===== src/rtl/seg_pkg.sv =====
// Shared types and glyph tables for the segment counter display.
// Holds the converter state enum, 0-9 glyphs and the glyph decode helper.
package seg_pkg;

  typedef enum logic [1:0] {
    IDLE   = 2'd0,
    SHIFT  = 2'd1,
    COMMIT = 2'd2
  } conv_state_t;

  // Active-high glyphs, bit order g..a
  localparam logic [6:0] GLYPH [10] = '{
    7'h3F, 7'h06, 7'h5B, 7'h4F, 7'h66,
    7'h6D, 7'h7D, 7'h07, 7'h7F, 7'h6F
  };

  localparam logic [6:0] SEG_OFF = 7'h00;

  function automatic logic [6:0] bcd_to_glyph(
    input logic [3:0] nibble
  );
    if (nibble <= 4'd9) begin
      return GLYPH[nibble];
    end
    return SEG_OFF;
  endfunction

endpackage


===== src/rtl/bcd_serial_converter.sv =====
// Sequential shift-and-add-3 binary to BCD converter.
// Ports: clock, reset, start/bin_in in; busy, done, bcd_out out.
module bcd_serial_converter
  import seg_pkg::*;
#(
  parameter int WIDTH  = 14,
  parameter int DIGITS = 4
) (
  input  logic                  clock,
  input  logic                  reset,
  input  logic                  start,
  input  logic [WIDTH-1:0]      bin_in,
  output logic                  busy,
  output logic                  done,
  output logic [4*DIGITS-1:0]   bcd_out
);

  localparam int CW = $clog2(WIDTH + 1);
  localparam int BW = 4 * DIGITS;

  conv_state_t      state_q, state_d;
  logic [WIDTH-1:0] bin_q, bin_d;
  logic [BW-1:0]    scr_q, scr_d;
  logic [BW-1:0]    bcd_q, bcd_d;
  logic [BW-1:0]    adj;
  logic [CW-1:0]    cnt_q, cnt_d;
  logic             busy_q, busy_d;
  logic             done_q, done_d;

  always_comb begin
    adj = scr_q;
    for (int i = 0; i < DIGITS; i++) begin
      if (scr_q[4*i +: 4] >= 4'd5) begin
        adj[4*i +: 4] = scr_q[4*i +: 4] + 4'd3;
      end
    end
  end

  always_comb begin
    state_d = state_q;
    bin_d   = bin_q;
    scr_d   = scr_q;
    bcd_d   = bcd_q;
    cnt_d   = cnt_q;
    busy_d  = busy_q;
    done_d  = 1'b0;
    unique case (state_q)
      IDLE: begin
        if (start) begin
          bin_d   = bin_in;
          scr_d   = '0;
          cnt_d   = '0;
          busy_d  = 1'b1;
          state_d = SHIFT;
        end
      end
      SHIFT: begin
        scr_d = {adj[BW-2:0], bin_q[WIDTH-1]};
        bin_d = {bin_q[WIDTH-2:0], 1'b0};
        cnt_d = cnt_q + 1'b1;
        if (cnt_q == CW'(WIDTH - 1)) begin
          state_d = COMMIT;
        end
      end
      COMMIT: begin
        bcd_d   = scr_q;
        busy_d  = 1'b0;
        done_d  = 1'b1;
        state_d = IDLE;
      end
      default: begin
        state_d = IDLE;
        busy_d  = 1'b0;
      end
    endcase
  end

  always_ff @(posedge clock) begin
    if (reset) begin
      state_q <= IDLE;
      bin_q   <= '0;
      scr_q   <= '0;
      bcd_q   <= '0;
      cnt_q   <= '0;
      busy_q  <= 1'b0;
      done_q  <= 1'b0;
    end else begin
      state_q <= state_d;
      bin_q   <= bin_d;
      scr_q   <= scr_d;
      bcd_q   <= bcd_d;
      cnt_q   <= cnt_d;
      busy_q  <= busy_d;
      done_q  <= done_d;
    end
  end

  assign busy    = busy_q;
  assign done    = done_q;
  assign bcd_out = bcd_q;

endmodule


===== src/rtl/segment_counter_display.sv =====
// Up/down modulo counter with load, feeding a serial BCD converter and HEX decode.
// Ports: clock, reset, step, up, load, load_value, blank_zeros in; count, wrap, busy, segments out.
module segment_counter_display
  import seg_pkg::*;
#(
  parameter int DIGITS     = 4,
  parameter int WIDTH      = 14,
  parameter int MODULUS    = 10000,
  parameter bit ACTIVE_LOW = 1'b1
) (
  input  logic                   clock,
  input  logic                   reset,
  input  logic                   step,
  input  logic                   up,
  input  logic                   load,
  input  logic [WIDTH-1:0]       load_value,
  input  logic                   blank_zeros,
  output logic [WIDTH-1:0]       count,
  output logic                   wrap,
  output logic                   busy,
  output logic [DIGITS-1:0][6:0] segments
);

  if (MODULUS > (1 << WIDTH)) begin : g_bad_width
    $error("WIDTH too small for MODULUS");
  end
  if (MODULUS > 10 ** DIGITS) begin : g_bad_digits
    $error("DIGITS too few for MODULUS");
  end

  localparam logic [WIDTH-1:0] MAX_CNT = WIDTH'(MODULUS - 1);

  logic             step_q;
  logic [WIDTH-1:0] count_q, count_d;
  logic             wrap_q, wrap_d;
  logic             pending_q, pending_d;
  logic             step_ev;
  logic             changed;
  logic             start;
  logic             conv_busy;
  logic             conv_done_unused;
  logic [4*DIGITS-1:0] bcd;

  assign step_ev = step & ~step_q;
  assign start   = pending_q & ~conv_busy;

  always_comb begin
    count_d   = count_q;
    wrap_d    = 1'b0;
    changed   = 1'b0;
    if (load) begin
      count_d = (load_value > MAX_CNT) ? MAX_CNT : load_value;
      changed = 1'b1;
    end else if (step_ev) begin
      changed = 1'b1;
      if (up) begin
        if (count_q == MAX_CNT) begin
          count_d = '0;
          wrap_d  = 1'b1;
        end else begin
          count_d = count_q + 1'b1;
        end
      end else begin
        if (count_q == '0) begin
          count_d = MAX_CNT;
          wrap_d  = 1'b1;
        end else begin
          count_d = count_q - 1'b1;
        end
      end
    end
    // A change landing on the start cycle must survive the clear
    pending_d = pending_q;
    if (start) pending_d = 1'b0;
    if (changed) pending_d = 1'b1;
  end

  always_ff @(posedge clock) begin
    if (reset) begin
      step_q    <= 1'b0;
      count_q   <= '0;
      wrap_q    <= 1'b0;
      pending_q <= 1'b0;
    end else begin
      step_q    <= step;
      count_q   <= count_d;
      wrap_q    <= wrap_d;
      pending_q <= pending_d;
    end
  end

  bcd_serial_converter #(
    .WIDTH  (WIDTH),
    .DIGITS (DIGITS)
  ) u_conv (
    .clock   (clock),
    .reset   (reset),
    .start   (start),
    .bin_in  (count_q),
    .busy    (conv_busy),
    .done    (conv_done_unused),
    .bcd_out (bcd)
  );

  logic [3:0] nib;
  logic [6:0] pat;
  logic       lead;

  // lead stays set while every digit above (and this one) is zero
  always_comb begin
    nib  = '0;
    pat  = SEG_OFF;
    lead = 1'b1;
    for (int i = DIGITS - 1; i >= 0; i--) begin
      nib = bcd[4*i +: 4];
      pat = bcd_to_glyph(nib);
      if (nib != 4'd0) lead = 1'b0;
      if (blank_zeros && (i > 0) && lead) pat = SEG_OFF;
      segments[i] = ACTIVE_LOW ? ~pat : pat;
    end
  end

  assign count = count_q;
  assign wrap  = wrap_q;
  assign busy  = conv_busy;

endmodule


===== config.mk =====
export PLATFORM = sky130hd
export DESIGN_NAME = segment_counter_display
export DESIGN_NICKNAME = d
export VERILOG_FILES = /design/src/rtl/seg_pkg.sv /design/src/rtl/bcd_serial_converter.sv /design/src/rtl/segment_counter_display.sv
export SDC_FILE = /design/constraint.sdc
export NUM_CORES = 1
export LEC_CHECK = 0
export ABC_AREA = 0
export CAP_MARGIN = 30
export CELL_PAD_IN_SITES_DETAIL_PLACEMENT = 2
export CELL_PAD_IN_SITES_GLOBAL_PLACEMENT = 2
export CORE_UTILIZATION = 33
export CTS_BUF_LIST = sky130_fd_sc_hd__clkbuf_2 sky130_fd_sc_hd__clkbuf_4 sky130_fd_sc_hd__clkbuf_8
export DETAILED_ROUTE_END_ITERATION = 16
export GPL_TIMING_DRIVEN = 0
export PLACE_DENSITY_LB_ADDON = 0.1
export SYNTH_ARGS = -nofsm -noshare
export SYNTH_HDL_FRONTEND = slang
export SYNTH_SLANG_ARGS = --single-unit

===== constraint.sdc =====
create_clock -name clock -period 2.5 [get_ports clock]
set_input_delay 0.5 -clock clock [delete_from_list [all_inputs] [get_ports clock]]
set_output_delay 0.5 -clock clock [all_outputs]
set_load 0.01 [all_outputs]

==> run summary, run 1 <==
====================================================================================================
Number of synthesized register bits                                                               70
Number of H-tree levels                                                                            3
Clock Latency Late Sink                                                                       360 ps
Final period util                                                                               1.00
Number of hold buffers added after CTS                                                             0
Detailed placer's ending HPWL                                                                12.1 mm
Vias after detailed routing                                                                     4858
Cts bufs inserted                                                                                  9
Signed area change from the synthesized netlist to the final layout                            26.8%
Drt initial violations                                                                           158
Kind of end point of the critical path                                                  primary output
Mean instance size in the synthesized netlist                                               7.45 µm²
Cell family contributing the most delay on the critical path                            buffers and inverters
Critical path's slowest cell                                                            sky130_fd_sc_hd__dfxtp_4
Drt total wl                                                                                 16.3 mm
Share of synthesized registers carrying an async set or reset                                      0
Yosys synthesis warning count                                                                      0
DRC violation count after routing                                                                  0
Data required time of the critical path                                                      2000 ps
Final worst setup slack                                                                     -2.32 ps
Worst-path maximum fanout                                                                          5
Achievable frequency                                                                         400 MHz
Share of cells above drive strength 1                                                          0.130
Cell chosen for the clock root                                                          sky130_fd_sc_hd__clkbuf_8
DIE HEIGHT                                                                                    120 µm
Final hold viol count                                                                              0
Cell type with the highest occurrence count on the critical path                        sky130_fd_sc_hd__and3_4
Multi-input gate area in the final layout                                                   3050 µm²
Worst clock skew                                                                             10.1 ps
Antenna diode count                                                                                0
CTS tree                                                                                        done
Max capacitance violation total                                                                    0
Count of port buffers added during placement                                                      62
Post-synthesis sequential area ratio                                                           0.303
Filler cell count                                                                               1590
Number of library cell types mapped by synthesis                                                  57
Violated checks                                                                         negative setup slack
Critical path, cell by cell                                                             inv_4, ha_4, and3_4, and3_4, a32oi_4, buf_4, buf_6, nand2_1, buf_2
Slew at the pin closest to its max-slew limit                                                 726 ps
Status                                                                                  finished, violations left
Summed instance area of the synthesized netlist                                             4630 µm²
Core region area                                                                           13500 µm²
Rows                                                                                              42
Register Area                                                                               1440 µm²
Post-synth EDFFs                                                                                   0
Deepest clock path buffer count                                                                    2
Kind of critical path                                                                   register to primary output
Initial DRT Pass Iterations                                                                        4
Power per cell area                                                                       461 nW/µm²
Largest net degree at the start of global routing                                                 13
Number of placed I/O pins                                                                         64
Total grt overflow                                                                                 0
Via count of the first global-routing pass                                                      5349
Global-route usage over all layers                                                             0.234
Synth Area in Adders                                                                           0.105
Area fraction in and, or, nand and nor cells after synthesis                                   0.260
Final core utilization                                                                         0.436
Slack of the worst reg-to-reg path                                                             70 ps
Maximum single-stage delay on the critical path                                               360 ps
Startpoint type of the worst setup path                                                     register
Clock-pin slew reported for the worst setup and hold paths after clock tree synthesis          80 ps
Compound-cell area share of the yosys netlist                                                  0.226
Dominant combinational cell family by area after synthesis                              simple AND/OR/NAND/NOR gates
Total buffers and inverters traversed by the critical path                                         4
WL per Instance                                                                              18.6 µm
Num Clock Sinks                                                                                   70
Largest vdd supply drop                                                                       252 µV
Leakage                                                                                      2.23 nW
First-pass GRT wire length                                                                   27.1 mm
Predominant post-synthesis flop cell                                                    sky130_fd_sc_hd__dfxtp_1
Count of endpoints failing setup in the final report                                               1
Hold crit path type                                                                     register to register
Final weighted congestion in routability-driven placement                                      0.853
Multiplexer share of the synthesized area                                                     0.0132
Antenna viol nets, final                                                                           0
Routed vias/inst                                                                                5.54
Starting utilization of the core area                                                          0.344
Final Slew Violations                                                                              0
Initial antenna violation count                                                                    0
Area share of xor/xnor cells in the synthesized design                                        0.0246
Syn Inst Count                                                                                   621
Number of nets in the synthesized netlist                                                        680
Arrival time of data at the critical path endpoint                                           2000 ps
Post-placement cell area                                                                    5470 µm²
Die Wd                                                                                        120 µm
Die area                                                                                   14500 µm²
Design area                                                                                 5870 µm²
Unrepaired setup endpoints after global routing                                                 true
Minimum clock period                                                                         2500 ps
Max transition margin                                                                          0.515
NumNets Final                                                                                    756
====================================================================================================
==> what timing repair did <==
action                                  4_1_cts  5_1_grt
resized for setup                            96       30
endpoints found under the setup margin       31       21
pin swaps                                     2        8
cloned                                        0        0
setup buffers                                 7        3
==> tightest hold or removal path: cells and delay by family, from the launching register on <==
| family | cells | cell delay, ps |
|---|---|---|
| AO/OA/AOI/OAI | 1 | 60 |
| flip-flops | 1 | 330 |
| AND/OR/NAND/NOR | 1 | 60 |
==> registers in the layout (all words and copies together) (netlist names) <==
name            flops
u_conv.scr_q       16
u_conv.bcd_out     16
count              14
u_conv.state_q      2
wrap                1
u_conv.cnt_q        4
u_conv.bin_q       14
pending_q           1
step_q              1
u_conv.busy         1
==> cell usage in the layout, fill, tap and decap left out, types with 4 or more instances in the layout <==
cell type                         Yosys  layout
sky130_fd_sc_hd__ha_1                39      35
sky130_fd_sc_hd__mux2i_1              5       5
sky130_fd_sc_hd__a31oi_1              7       7
sky130_fd_sc_hd__nand2_1             94      94
sky130_fd_sc_hd__dlygate4sd2_1        0      13
sky130_fd_sc_hd__clkbuf_1            35      27
sky130_fd_sc_hd__buf_4                0       6
sky130_fd_sc_hd__nand3_1             22      22
sky130_fd_sc_hd__buf_2                2      11
sky130_fd_sc_hd__a21oi_1             59      55
sky130_fd_sc_hd__nor2b_1             10      10
sky130_fd_sc_hd__clkbuf_8             0      10
sky130_fd_sc_hd__nand2b_1             6       6
sky130_fd_sc_hd__xor2_1               9       9
sky130_fd_sc_hd__o211ai_1             4       4
sky130_fd_sc_hd__buf_6                4       7
sky130_fd_sc_hd__nor3_1              25      25
sky130_fd_sc_hd__nor4_1               5       5
sky130_fd_sc_hd__xnor2_1              4       4
sky130_fd_sc_hd__nor2_1              53      52
sky130_fd_sc_hd__dfxtp_2              0       5
sky130_fd_sc_hd__dlymetal6s2s_1       0       5
sky130_fd_sc_hd__clkdlybuf4s50_1      0      33
sky130_fd_sc_hd__a311oi_1            15      15
sky130_fd_sc_hd__dfxtp_1             70      57
sky130_fd_sc_hd__a211oi_1             5       5
sky130_fd_sc_hd__and2_1               5       5
sky130_fd_sc_hd__dfxtp_4              0       8
sky130_fd_sc_hd__nand4_1              6       6
sky130_fd_sc_hd__inv_1               32      28
sky130_fd_sc_hd__or3_1                7       7
sky130_fd_sc_hd__o21ai_0             37      33
==> cell type report <==
type | count | share of cell area
Inverter | 32 | 0.0213
Sequential cell | 70 | 0.245
Clock buffer | 10 | 0.0234
Timing Repair Buffer | 72 | 0.114
Multi-Input combinational cell | 475 | 0.519
Clock inverter | 5 | 0.0100
Buffer | 37 | 0.0294
Tap cell | 176 | 0.0375
==> where the power goes <==
group	internal (mW)	total [mW]	switching, mW
Clock	0.484	0.937	0.453
Sequential	1.16	1.21	0.0533
Combinational	0.232	0.557	0.325
Total	1.87	2.71	0.831
==> synth_stat cells (all sizes together), types with 4 or more instances <==
cell type / n / area [µm²]
mux2i: 5 / 50.1
a221oi: 4 / 35.0
nand3: 22 / 110
nor2b: 10 / 62.6
a21oi: 59 / 295
clkbuf: 35 / 131
o21bai: 4 / 30.0
ha: 39 / 488
o21ai: 37 / 185
a211oi: 5 / 37.5
and2: 5 / 31.3
or4: 6 / 56.3
xor2: 9 / 78.8
inv: 32 / 120
nor3: 25 / 125
nand2: 94 / 353
nand2b: 6 / 37.5
dfxtp: 70 / 1400
a21o: 4 / 30.0
o211ai: 4 / 30.0
nor2: 54 / 205
nand4: 6 / 37.5
xnor2: 4 / 35.0
buf: 9 / 66.3
nor4: 5 / 31.3
a311oi: 15 / 131
or3: 7 / 43.8
a31oi: 7 / 43.8
==> stage by stage <==
stage | total power, mW | TNS [ps] | setup slack (ps) | std cells | hold WS (ps)
3_3_place_gp | 1.76 | -6530 | -505 | 859 | 457
5_1_grt | 2.85 | -196 | -78.5 | 877 | 509
4_1_cts | 2.74 | -93.7 | -93.7 | 876 | 484
2_1_floorplan | 1.54 | 0 | 200 | 621 | 432
6_report | 2.71 | -2.32 | -2.32 | 877 | 481
3_5_place_dp | 1.78 | -8020 | -579 | 859 | 478
==> layer usage <==
| layer | GRT usage | up-vias | routed length [µm] | part of all wire |
|---|---|---|---|---|
| li1 | - | 2343 | - | - |
| met4 | 0.0833 | 0 | 384 | 0.023 |
| met3 | 0.0302 | 26 | 351 | 0.021 |
| met1 | 0.260 | 2408 | 6890 | 0.42 |
| met5 | 0 | - | 0 | 0 |
| met2 | 0.452 | 81 | 8730 | 0.53 |
==> kinds of logic after synthesis <==
| kind of cell | after synthesis |
|---|---|
| AOI/OAI and AO/OA | 163 |
| xor gates and xnor gates | 13 |
| adders and majority gates | 39 |
| buffers and inverters | 76 |
| DFF | 70 |
| muxes | 6 |
| and+or+nand+nor | 254 |
==> path summary, 6_finish.rpt <==
| path | start | to | depth (start not counted) |
|---|---|---|---|
| max | u_conv.bcd_out[13] | segments[8] | 9 |
| min | u_conv.scr_q[15] | u_conv.bcd_out[15] | 2 |
| max reg2reg | count[1] | count[6] | 8 |
| min reg2reg | u_conv.scr_q[15] | u_conv.bcd_out[15] | 2 |
No activity file was read; power rests on OpenSTA's default activity.
==> run 2, diff against run 1 <==
Settings changed: CORE_MARGIN set to 1.5.
==> run 2 against run 1 <==
Net effect: the flow now finishes without violations; non-clock buffer count decreased by 2; clock skew rose by 5.1 ps; register-to-register slack improved by 40 ps; sequential share of layout area is 0.15 points higher; via count is 0.47% lower; die area is 1.7% higher; critical path depth shrank 2; maximum frequency increased by 2.5%; flip-flop and latch count unchanged.
==> run summary, run 2 (synthesis results as in run 1) <==
====================================================================================================
Number of placed I/O pins                                                                         64   unchanged
Final worst setup slack                                                                      59.9 ps   was -2.32 ps
DIE HEIGHT                                                                                    121 µm   was 120 µm
Clock-pin slew reported for the worst setup and hold paths after clock tree synthesis          80 ps   about the same
Cell chosen for the clock root                                                          sky130_fd_sc_hd__clkbuf_8   unchanged
Largest vdd supply drop                                                                       188 µV   was 252 µV
Arrival time of data at the critical path endpoint                                           1940 ps   was 2000 ps
Data required time of the critical path                                                      2000 ps   about the same
Most Used Layer, Global Route                                                                   met2   unchanged
Global-route track usage on met2                                                               0.420   was 0.452
Global-route usage over all layers                                                             0.222   was 0.234
Achievable frequency                                                                         410 MHz   was 400 MHz
Slew at the pin closest to its max-slew limit                                                 698 ps   was 726 ps
Hold crit path type                                                                     register to register   unchanged
Worst clock skew                                                                             15.2 ps   was 10.1 ps
Max capacitance violation total                                                                    0   unchanged
Total grt overflow                                                                                 0   unchanged
CTS tree                                                                                        done   unchanged
Leading cell types in the layout, fill and taps excluded                                sky130_fd_sc_hd__nand2_1 (94), sky130_fd_sc_hd__dfxtp_1 (57), sky130_fd_sc_hd__a21oi_1 (55), sky130_fd_sc_hd__nor2_1 (52), sky130_fd_sc_hd__clkdlybuf4s50_1 (38)   was sky130_fd_sc_hd__nand2_1 (94), sky130_fd_sc_hd__dfxtp_1 (57), sky130_fd_sc_hd__a21oi_1 (55), sky130_fd_sc_hd__nor2_1 (52), sky130_fd_sc_hd__ha_1 (35)
Detailed placer's ending HPWL                                                                11.9 mm   was 12.1 mm
Starting utilization of the core area                                                          0.336   was 0.344
Vias after detailed routing                                                                     4835   was 4858
Signed area change from the synthesized netlist to the final layout                            26.3%   was 26.8%
Antenna diode count                                                                                0   unchanged
Max transition margin                                                                          0.533   was 0.515
Via count of the first global-routing pass                                                      5134   was 5349
Count of port buffers added during placement                                                      62   unchanged
Drt total wl                                                                                 16.3 mm   about the same
Leakage                                                                                      2.20 nW   was 2.23 nW
Final standard cell count with taps included and fillers excluded                                880   was 877
Power per cell area                                                                       455 nW/µm²   was 461 nW/µm²
Count of endpoints failing setup in the final report                                               0   was 1
Kind of critical path                                                                   primary input to primary output   was register to primary output
Deepest clock path buffer count                                                                    2   unchanged
Share of cells above drive strength 1                                                          0.127   was 0.130
Post-placement cell area                                                                    5470 µm²   about the same
Rows                                                                                              43   was 42
Routed vias/inst                                                                                5.49   was 5.54
Startpoint type of the worst setup path                                                 primary input   was register
Initial DRT Pass Iterations                                                                        4   unchanged
Cts bufs inserted                                                                                  9   unchanged
Worst Setup Slack post-DPL                                                                   -563 ps   was -579 ps
Drt initial violations                                                                           156   was 158
Die Wd                                                                                        121 µm   was 120 µm
Final weighted congestion in routability-driven placement                                      0.803   was 0.853
Largest net degree at the start of global routing                                                 13   unchanged
First-pass GRT wire length                                                                   25.9 mm   was 27.1 mm
Final period util                                                                              0.976   was 1.00
Final total power                                                                            2.66 mW   was 2.71 mW
NumNets Final                                                                                    754   was 756
Core region area                                                                           13800 µm²   was 13500 µm²
Clock Latency Late Sink                                                                       360 ps   about the same
Met1 routing resource usage after global routing                                               0.253   was 0.260
DRC violation count after routing                                                                  0   unchanged
Die area                                                                                   14700 µm²   was 14500 µm²
Status                                                                                  finished clean   was finished, violations left
Num Clock Sinks                                                                                   70   unchanged
Initial antenna violation count                                                                    0   unchanged
Leading cell type in the layout, fill and taps excluded                                 sky130_fd_sc_hd__nand2_1   unchanged
Filler cell count                                                                               1608   was 1590
Antenna viol nets, final                                                                           0   unchanged
WL per Instance                                                                              18.5 µm   was 18.6 µm
Minimum clock period                                                                         2440 ps   was 2500 ps
Unrepaired setup endpoints after global routing                                                 true   unchanged
Cell Count Post-Placement                                                                        863   was 859
Final hold viol count                                                                              0   unchanged
Final-layout worst hold slack                                                                 483 ps   was 481 ps
Kind of end point of the critical path                                                  primary output   unchanged
Number of H-tree levels                                                                            3   unchanged
Design area                                                                                 5850 µm²   was 5870 µm²
Final Slew Violations                                                                              0   unchanged
Worst-path maximum fanout                                                                          5   unchanged
Met3 demand-to-capacity share in global routing                                               0.0376   was 0.0302
====================================================================================================
## run 2: final timing paths
check | cells after the start | endpoint | start | slack, ps
hold / removal | 2 | u_conv.scr_q[0] | u_conv.bin_q[13] | 480
hold reg to reg | 2 | u_conv.scr_q[0] | u_conv.bin_q[13] | 480
setup / recovery | 7 | segments[12] | blank_zeros | 60
setup reg to reg | 8 | count[6] | count[0] | 110
## run 2: stage by stage
stage,setup TNS (ps),utilization
after floorplan,0,-
after global placement,-6720,0.397
after detailed placement,-8230,0.397
after CTS,-63.9,0.419
after global routing,-32.8,0.424
final,0,0.424
## run 2: routing by layer
metal	wire length, µm	vias up
met4	279	0
met3	376	26
met1	6940	2394
met2	8670	78
met5	0	-
li1	-	2337
## run 2: power by group
part	internal [mW]	switching, mW	total, mW
Combinational	0.232	0.328	0.561
Clock	0.399	0.489	0.888
Sequential	1.16	0.0515	1.21
## run 2: final cells by class
type,instances,area (µm²),area share
clock buffers,11,145,0.0248
clock inverters,5,33.8,0.00578
plain buffers,37,173,0.0295
repair buffers,70,657,0.112
well taps,180,225,0.0385
inverters,32,125,0.0214
multi-input cells,475,3050,0.521
flip-flops and latches,70,1440,0.246
## run 2: timing repair
| item | CTS | global route |
|---|---|---|
| pin swaps | 2 | 6 |
| setup buffers | 7 | 1 |
| hold buffers | 0 | 0 |
| setup endpoints to repair | 34 | 25 |
| resized for setup | 87 | 30 |
## run 2: worst max-delay path, stage by stage
cell	delay, ps
sky130_fd_sc_hd__clkdlybuf4s50_1	450
sky130_fd_sc_hd__and3_4	210
sky130_fd_sc_hd__and3_4	230
sky130_fd_sc_hd__a32oi_4	160
sky130_fd_sc_hd__buf_6	160
sky130_fd_sc_hd__a21oi_2	100
sky130_fd_sc_hd__buf_2	130
